===== src/rtl/fp_adder_arbiter.sv =====
// fp_adder_arbiter
// Shares one double-precision floating-point adder between NUM_REQ requesters.
// A round-robin pick in IDLE captures one requester's operand pair, the
// sequencer pushes A then B through the adder's store/ack handshakes, collects
// the SUM through the result handshake and returns it to the granted requester
// as a single-cycle pulse. Only one addition is in flight at a time.
//
// Optional feature macro: FP_ARB_TIMEOUT_EN
//   defined   : WAIT_SUM watchdog; after TIMEOUT_CYCLES cycles without a SUM
//               handshake a quiet NaN is returned with Resp_err=1.
//   undefined : WAIT_SUM waits indefinitely, Resp_err is tied to 0.
//
// Ports
//   Clock, Reset              clock (rising edge), async active-low reset
//   Req_valid/Req_a/Req_b     per-requester request and packed operands
//   Req_ready                 one-hot pulse: operands captured
//   Resp_valid/Resp_sum       one-hot pulse and result
//   Resp_err                  result is a timeout NaN
//   Adder_A/B, *_store_bit    operands and strobes to the adder
//   Adder_A_ack/B_ack         adder accepts operand
//   Adder_SUM, _store_bit     adder result and valid
//   Adder_SUM_ack             arbiter accepts result
//
// state    | meaning
// IDLE     | waiting for any Req_valid, round-robin pick
// SEND_A   | Adder_A strobe high until acknowledged
// SEND_B   | Adder_B strobe high until acknowledged
// WAIT_SUM | Adder_SUM_ack high until adder presents the result
// RESPOND  | Resp_valid pulse to the granted requester

module fp_adder_arbiter #(
    parameter int NUM_REQ        = 4,
    parameter int WIDTH          = 64,
    parameter int TIMEOUT_CYCLES = 255
) (
    input  logic                     Clock,
    input  logic                     Reset,
    input  logic [NUM_REQ-1:0]       Req_valid,
    input  logic [NUM_REQ*WIDTH-1:0] Req_a,
    input  logic [NUM_REQ*WIDTH-1:0] Req_b,
    output logic [NUM_REQ-1:0]       Req_ready,
    output logic [NUM_REQ-1:0]       Resp_valid,
    output logic [WIDTH-1:0]         Resp_sum,
    output logic                     Resp_err,
    output logic [WIDTH-1:0]         Adder_A,
    output logic [WIDTH-1:0]         Adder_B,
    output logic                     Adder_A_store_bit,
    output logic                     Adder_B_store_bit,
    input  logic                     Adder_A_ack,
    input  logic                     Adder_B_ack,
    input  logic [WIDTH-1:0]         Adder_SUM,
    input  logic                     Adder_SUM_store_bit,
    output logic                     Adder_SUM_ack
);

    localparam int GW = (NUM_REQ > 1) ? $clog2(NUM_REQ) : 1;

    if (NUM_REQ < 2 || NUM_REQ > 8 || TIMEOUT_CYCLES < 1) begin : g_param_check
        $error("fp_adder_arbiter: parameter out of range");
    end

    typedef enum logic [2:0] {
        IDLE     = 3'd0,
        SEND_A   = 3'd1,
        SEND_B   = 3'd2,
        WAIT_SUM = 3'd3,
        RESPOND  = 3'd4
    } state_t;

    state_t               state, state_nxt;
    logic [GW-1:0]        grant, grant_nxt;
    logic [GW-1:0]        last_grant, last_grant_nxt;
    logic [GW-1:0]        pick;
    logic                 pick_any;
    int                   idx;

    logic [NUM_REQ-1:0]   ready_nxt;
    logic [NUM_REQ-1:0]   resp_valid_nxt;
    logic [WIDTH-1:0]     resp_sum_nxt;
    logic [WIDTH-1:0]     adder_a_nxt;
    logic [WIDTH-1:0]     adder_b_nxt;
    logic                 a_stb_nxt;
    logic                 b_stb_nxt;
    logic                 sum_ack_nxt;

`ifdef FP_ARB_TIMEOUT_EN
    localparam int CW = ($clog2(TIMEOUT_CYCLES + 1) > 8) ? $clog2(TIMEOUT_CYCLES + 1) : 8;
    localparam logic [WIDTH-1:0] QNAN = WIDTH'(64'h7FF8_0000_0000_0000);

    logic [CW-1:0]        wait_cnt, wait_cnt_nxt;
    logic                 err_nxt;
`endif

    // Round-robin search starting one past the last served requester.
    always_comb begin
        pick     = '0;
        pick_any = 1'b0;
        idx      = 0;
        for (int i = 1; i <= NUM_REQ; i++) begin
            idx = int'(last_grant) + i;
            if (idx >= NUM_REQ) begin
                idx = idx - NUM_REQ;
            end
            if (!pick_any && Req_valid[GW'(idx)]) begin
                pick_any = 1'b1;
                pick     = GW'(idx);
            end
        end
    end

    always_comb begin
        state_nxt      = state;
        grant_nxt      = grant;
        last_grant_nxt = last_grant;
        ready_nxt      = '0;
        resp_valid_nxt = '0;
        resp_sum_nxt   = Resp_sum;
        adder_a_nxt    = Adder_A;
        adder_b_nxt    = Adder_B;
        a_stb_nxt      = Adder_A_store_bit;
        b_stb_nxt      = Adder_B_store_bit;
        sum_ack_nxt    = Adder_SUM_ack;
`ifdef FP_ARB_TIMEOUT_EN
        wait_cnt_nxt   = wait_cnt;
        err_nxt        = 1'b0;
`endif
        case (state)
            IDLE: begin
                if (pick_any) begin
                    grant_nxt       = pick;
                    ready_nxt[pick] = 1'b1;
                    // Adder_A/Adder_B double as the operand latches.
                    adder_a_nxt     = Req_a[int'(pick)*WIDTH +: WIDTH];
                    adder_b_nxt     = Req_b[int'(pick)*WIDTH +: WIDTH];
                    a_stb_nxt       = 1'b1;
                    state_nxt       = SEND_A;
                end
            end
            SEND_A: begin
                if (Adder_A_ack && Adder_A_store_bit) begin
                    a_stb_nxt = 1'b0;
                    b_stb_nxt = 1'b1;
                    state_nxt = SEND_B;
                end
            end
            SEND_B: begin
                if (Adder_B_ack && Adder_B_store_bit) begin
                    b_stb_nxt   = 1'b0;
                    sum_ack_nxt = 1'b1;
`ifdef FP_ARB_TIMEOUT_EN
                    wait_cnt_nxt = '0;
`endif
                    state_nxt   = WAIT_SUM;
                end
            end
            WAIT_SUM: begin
                if (Adder_SUM_store_bit && Adder_SUM_ack) begin
                    sum_ack_nxt           = 1'b0;
                    resp_sum_nxt          = Adder_SUM;
                    resp_valid_nxt[grant] = 1'b1;
                    state_nxt             = RESPOND;
                end
`ifdef FP_ARB_TIMEOUT_EN
                // A real result in the same cycle as expiry takes priority.
                else if (wait_cnt == CW'(TIMEOUT_CYCLES - 1)) begin
                    sum_ack_nxt           = 1'b0;
                    resp_sum_nxt          = QNAN;
                    err_nxt               = 1'b1;
                    resp_valid_nxt[grant] = 1'b1;
                    state_nxt             = RESPOND;
                end else begin
                    wait_cnt_nxt = wait_cnt + 1'b1;
                end
`endif
            end
            RESPOND: begin
                last_grant_nxt = grant;
                state_nxt      = IDLE;
            end
            default: begin
                state_nxt = IDLE;
            end
        endcase
    end

    always_ff @(posedge Clock or negedge Reset) begin
        if (!Reset) begin
            state             <= IDLE;
            grant             <= '0;
            last_grant        <= GW'(NUM_REQ - 1);
            Req_ready         <= '0;
            Resp_valid        <= '0;
            Resp_sum          <= '0;
            Adder_A           <= '0;
            Adder_B           <= '0;
            Adder_A_store_bit <= 1'b0;
            Adder_B_store_bit <= 1'b0;
            Adder_SUM_ack     <= 1'b0;
        end else begin
            state             <= state_nxt;
            grant             <= grant_nxt;
            last_grant        <= last_grant_nxt;
            Req_ready         <= ready_nxt;
            Resp_valid        <= resp_valid_nxt;
            Resp_sum          <= resp_sum_nxt;
            Adder_A           <= adder_a_nxt;
            Adder_B           <= adder_b_nxt;
            Adder_A_store_bit <= a_stb_nxt;
            Adder_B_store_bit <= b_stb_nxt;
            Adder_SUM_ack     <= sum_ack_nxt;
        end
    end

`ifdef FP_ARB_TIMEOUT_EN
    always_ff @(posedge Clock or negedge Reset) begin
        if (!Reset) begin
            wait_cnt <= '0;
            Resp_err <= 1'b0;
        end else begin
            wait_cnt <= wait_cnt_nxt;
            Resp_err <= err_nxt;
        end
    end
`else
    assign Resp_err = 1'b0;
`endif

endmodule


===== config.mk =====
export PLATFORM = sky130hd
export DESIGN_NAME = fp_adder_arbiter
export DESIGN_NICKNAME = d
export VERILOG_FILES = /design/src/rtl/fp_adder_arbiter.sv
export SDC_FILE = /design/constraint.sdc
export NUM_CORES = 1
export LEC_CHECK = 0
export CAP_MARGIN = 5
export CORE_AREA = 2 2 304 306
export CTS_BUF_LIST = sky130_fd_sc_hd__clkbuf_16
export CTS_CLUSTER_DIAMETER = 200
export CTS_CLUSTER_SIZE = 12
export DETAILED_ROUTE_END_ITERATION = 16
export DIE_AREA = 0 0 306 308
export PLACE_DENSITY = 0.46
export RECOVER_POWER = 100
export SLEW_MARGIN = 20
export SYNTH_ARGS = -nofsm -noshare
export SYNTH_HDL_FRONTEND = slang
export SYNTH_SLANG_ARGS = --single-unit

===== constraint.sdc =====
create_clock -name Clock -period 2.04 [get_ports Clock]
set_clock_uncertainty 0.2 [all_clocks]
set_input_delay 0.306 -clock Clock [delete_from_list [all_inputs] [get_ports Clock]]
set_output_delay 0.306 -clock Clock [all_outputs]
set_load 0.1 [all_outputs]

==> metrics.md <==
| Metric | Value |
|---|---|
| PwrDens | 1370 mW/mm^2 |
| Final-report setup violation count | 198 |
| Most common cell in the synthesized netlist | dfrtp_1 |
| Dominant cell type by area after synthesis | dfrtp_1 |
| Syn-to-layout area delta | 96.0% |
| Largest net degree at the start of global routing | 74 |
| Via count | 13742 |
| CTS tree | done |
| First-pass GRT wire length | 102 mm |
| Worst-Margin Slew | 1070 ps |
| H-tree depth | 1 |
| Syn. warnings | 0 |
| Status | finished with violations |
| CORE AREA | 0.0910 sq mm |
| Worst Slack Setup Final | -273 ps |
| Critical Path RT | 2280 ps |
| CP Class | reg2reg |
| Crit Reg-Reg Endpoint | Adder_A[25] |
| Largest fanout on the critical path | 7 |
| Met1 WL | 28.3 mm |
| Remaining DRCs | 0 |
| DRT Wirelength | 73.0 mm |
| GPL Wtd Cong | 0.860 |
| Clock latency on the worst-skew pair | 560 ps |
| Mapped cell area | 0.0126 sq mm |
| Initial Util | 0.139 |
| Setup WS pre-CTS | -902 ps |
| Synth Register Bits | 210 |
| Port Buf Inserts | 787 |
| Cell row count | 111 |
| Cells after Synth | 1232 |
| Yosys top cell area share | 0.413 |
| Top cells by area, synth | dfrtp_1, mux2i_1, o211ai_2 |
| # IOs | 789 |
| Synth Net Count | 1817 |
| Worst r2r path cells | 8 |
| Clock sinks | 210 |
| Distinct cells, synth | 46 |
| Peak Freq | 432 MHz |
| Average wire per standard cell | 22.0 um |
| Nets@finish | 2701 |
| Final Hold Fails | 0 |
| Peak supply drop | 0.000693 V |
| Overall routing resource usage | 0.144 |
| FF-to-FF setup slack | -270 ps |
| WP data arrival | 2560 ps |
| Failing checks | setup timing |
| CP endpoint kind | flop |
| Share of cells above drive strength 1 | 0.346 |
| Worst-path clk slew | 70 ps |
| Die Y | 308 um |
| Root buf cell | clkbuf_16 |
| Number of max-cap violations | 0 |
| Number of antenna violations at the first check in global routing | 4 |
| RSZ-0062 raised after global routing | yes |
| Met3 WL | 4.93 mm |
| Top Metal Used | met5 |
| Clk buf depth | 3 |
| Leading cell types by count after synthesis | dfrtp_1, nand2_1, o21ai_0 |
| Die width | 306 um |
| Leakage | 10.4 nW |
| Sequential cell area fraction in the yosys report | 0.417 |
| Crit path time final | 2310 ps |
| Fin util | 0.272 |
| Final Cycle Share | 1.13 |
| GRT overflow | 0 |
| Asr flop ratio synth | 1.00 |
| Final HPWL from detailed placement | 55.3 mm |
| Antenna viol nets, final | 0 |
| Die ar. | 0.0942 sq mm |
| Reg-to-Reg Start | last_grant[1] |
| Ys flop type | dfrtp_1 |
| Met2 routed WL | 37.7 mm |
| Post-synth EDFFs | 0 |
| Vias in the first global route | 14864 |
| Hold path depth | 2 |
| Syn Area/Cell | 10.2 sq um |
| Hold path endpoint | Resp_sum[39] |
| Pre-antenna DRT Iters | 7 |
| Hold Startpoint | Adder_SUM[39] |
| Inserted Clock Buffers | 21 |
| Setup crit start kind | flop |
| Tightest Hold Check Type | in2reg |
| Vias per inst | 4.14 |
| Initial DRC Count | 732 |
| Max-slew violation count | 0 |
| Rel. slew slack | 0.287 |
power by group:
| part | internal, mW | leakage, nW | switching [mW] |
|---|---|---|---|
| registers | 6.01 | 2.67 | 1.15 |
| logic | 5.53 | 7.34 | 17.5 |
| clock network | 1.87 | 0.347 | 1.91 |
registers in the layout (all words and copies together) (netlist names):
name	count
Adder_A	64
Adder_B	64
Resp_sum	64
Req_ready	4
Resp_valid	4
state	3
grant	2
last_grant	2
Adder_A_store_bit	1
Adder_B_store_bit	1
Adder_SUM_ack	1
cell type report:
| type | instances | area, sq um |
|---|---|---|
| antenna | 2 | 5.00 |
| clock buffer | 21 | 526 |
| clock inverter | 17 | 73.8 |
| fill | 9549 | 66200 |
| inverter | 3 | 11.3 |
| multi-input combinational | 895 | 7650 |
| sequential | 210 | 5260 |
| tap | 1186 | 1480 |
| timing repair buffer | 985 | 9710 |
routing by layer:
metal  global-route usage  vias to the layer above
met5                    0                        -
met4               0.0343                        2
met1                0.167                     6771
met3               0.0333                       96
li1                     -                     6284
met2                0.266                      589
repair_timing:
action                                  in CTS  in global routing
endpoints found under the hold margin      208                  0
endpoints found under the setup margin     133                134
gates resized for setup                    143                120
setup buffers                               16                  6
pin swaps                                    6                 55
gates cloned                                11                  8
hold buffers                                 2                  0
kinds of logic after synthesis:
logic type / Yosys count / synth area share
AO/OA/AOI/OAI: 405 / 0.256
AND/OR/NAND/NOR: 295 / 0.108
flip-flops: 210 / 0.417
multiplexers: 194 / 0.161
buffers and inverters: 127 / 0.0578
other: 1 / 0.000297
worst max path at each step:
stage | cells past startpoint | to | from | slack (ps)
6_report | 8 | Adder_A[25] | last_grant[1] | -270
3_5_place_dp | 8 | Adder_A[48] | Req_valid[0] | -900
2_1_floorplan | 9 | Adder_A[59] | last_grant[1] | -80
3_3_place_gp | 8 | Adder_A[48] | Req_valid[0] | -830
5_1_grt | 8 | Adder_B[54] | last_grant[1] | -350
4_1_cts | 8 | Adder_A[25] | last_grant[1] | -310
critical path, cell delays in order, from the launching register on:
cell	delay (ps)
dfstp_2	580
mux2i_4	290
o2bb2ai_4	130
nor2_8	130
buf_12	150
buf_16	190
buf_6	140
mux2i_4	290
o211ai_2	90
placed cells by master, fill, tap and decap left out, types with 7 or more instances in the layout:
cell	netlist	routed
dfrtp_1	208	207
buf_16	0	17
nor2_1	12	11
nand3_2	0	41
clkbuf_2	2	69
a21o_1	128	127
o21ai_0	131	124
mux2_2	65	65
buf_6	2	26
buf_8	12	7
mux2i_1	128	42
clkbuf_16	0	29
nand3_1	129	85
o211ai_2	100	100
clkdlybuf4s50_1	0	583
inv_1	3	18
buf_4	5	80
buf_2	65	95
o211ai_1	28	28
mux2i_2	0	44
clkbuf_4	0	43
mux2i_4	1	43
nand2_1	139	138
buf_12	0	50
per-stage QoR:
stage | total power [mW] | instances | TNS (ps) | hold slack (ps) | instance area, sq um
floorplan | 23.7 | 1232 | -7870 | -190 | 12600
global placement | 31.6 | 3241 | -82830 | -10.9 | 23200
detailed placement | 31.7 | 3241 | -86760 | -5.73 | 23200
CTS | 36.4 | 3305 | -32420 | 81.8 | 25000
global route | 35.4 | 3317 | -50320 | 124 | 24700
finish | 34.0 | 3319 | -31430 | 154 | 24700
Power figures use the tool's default switching activity.
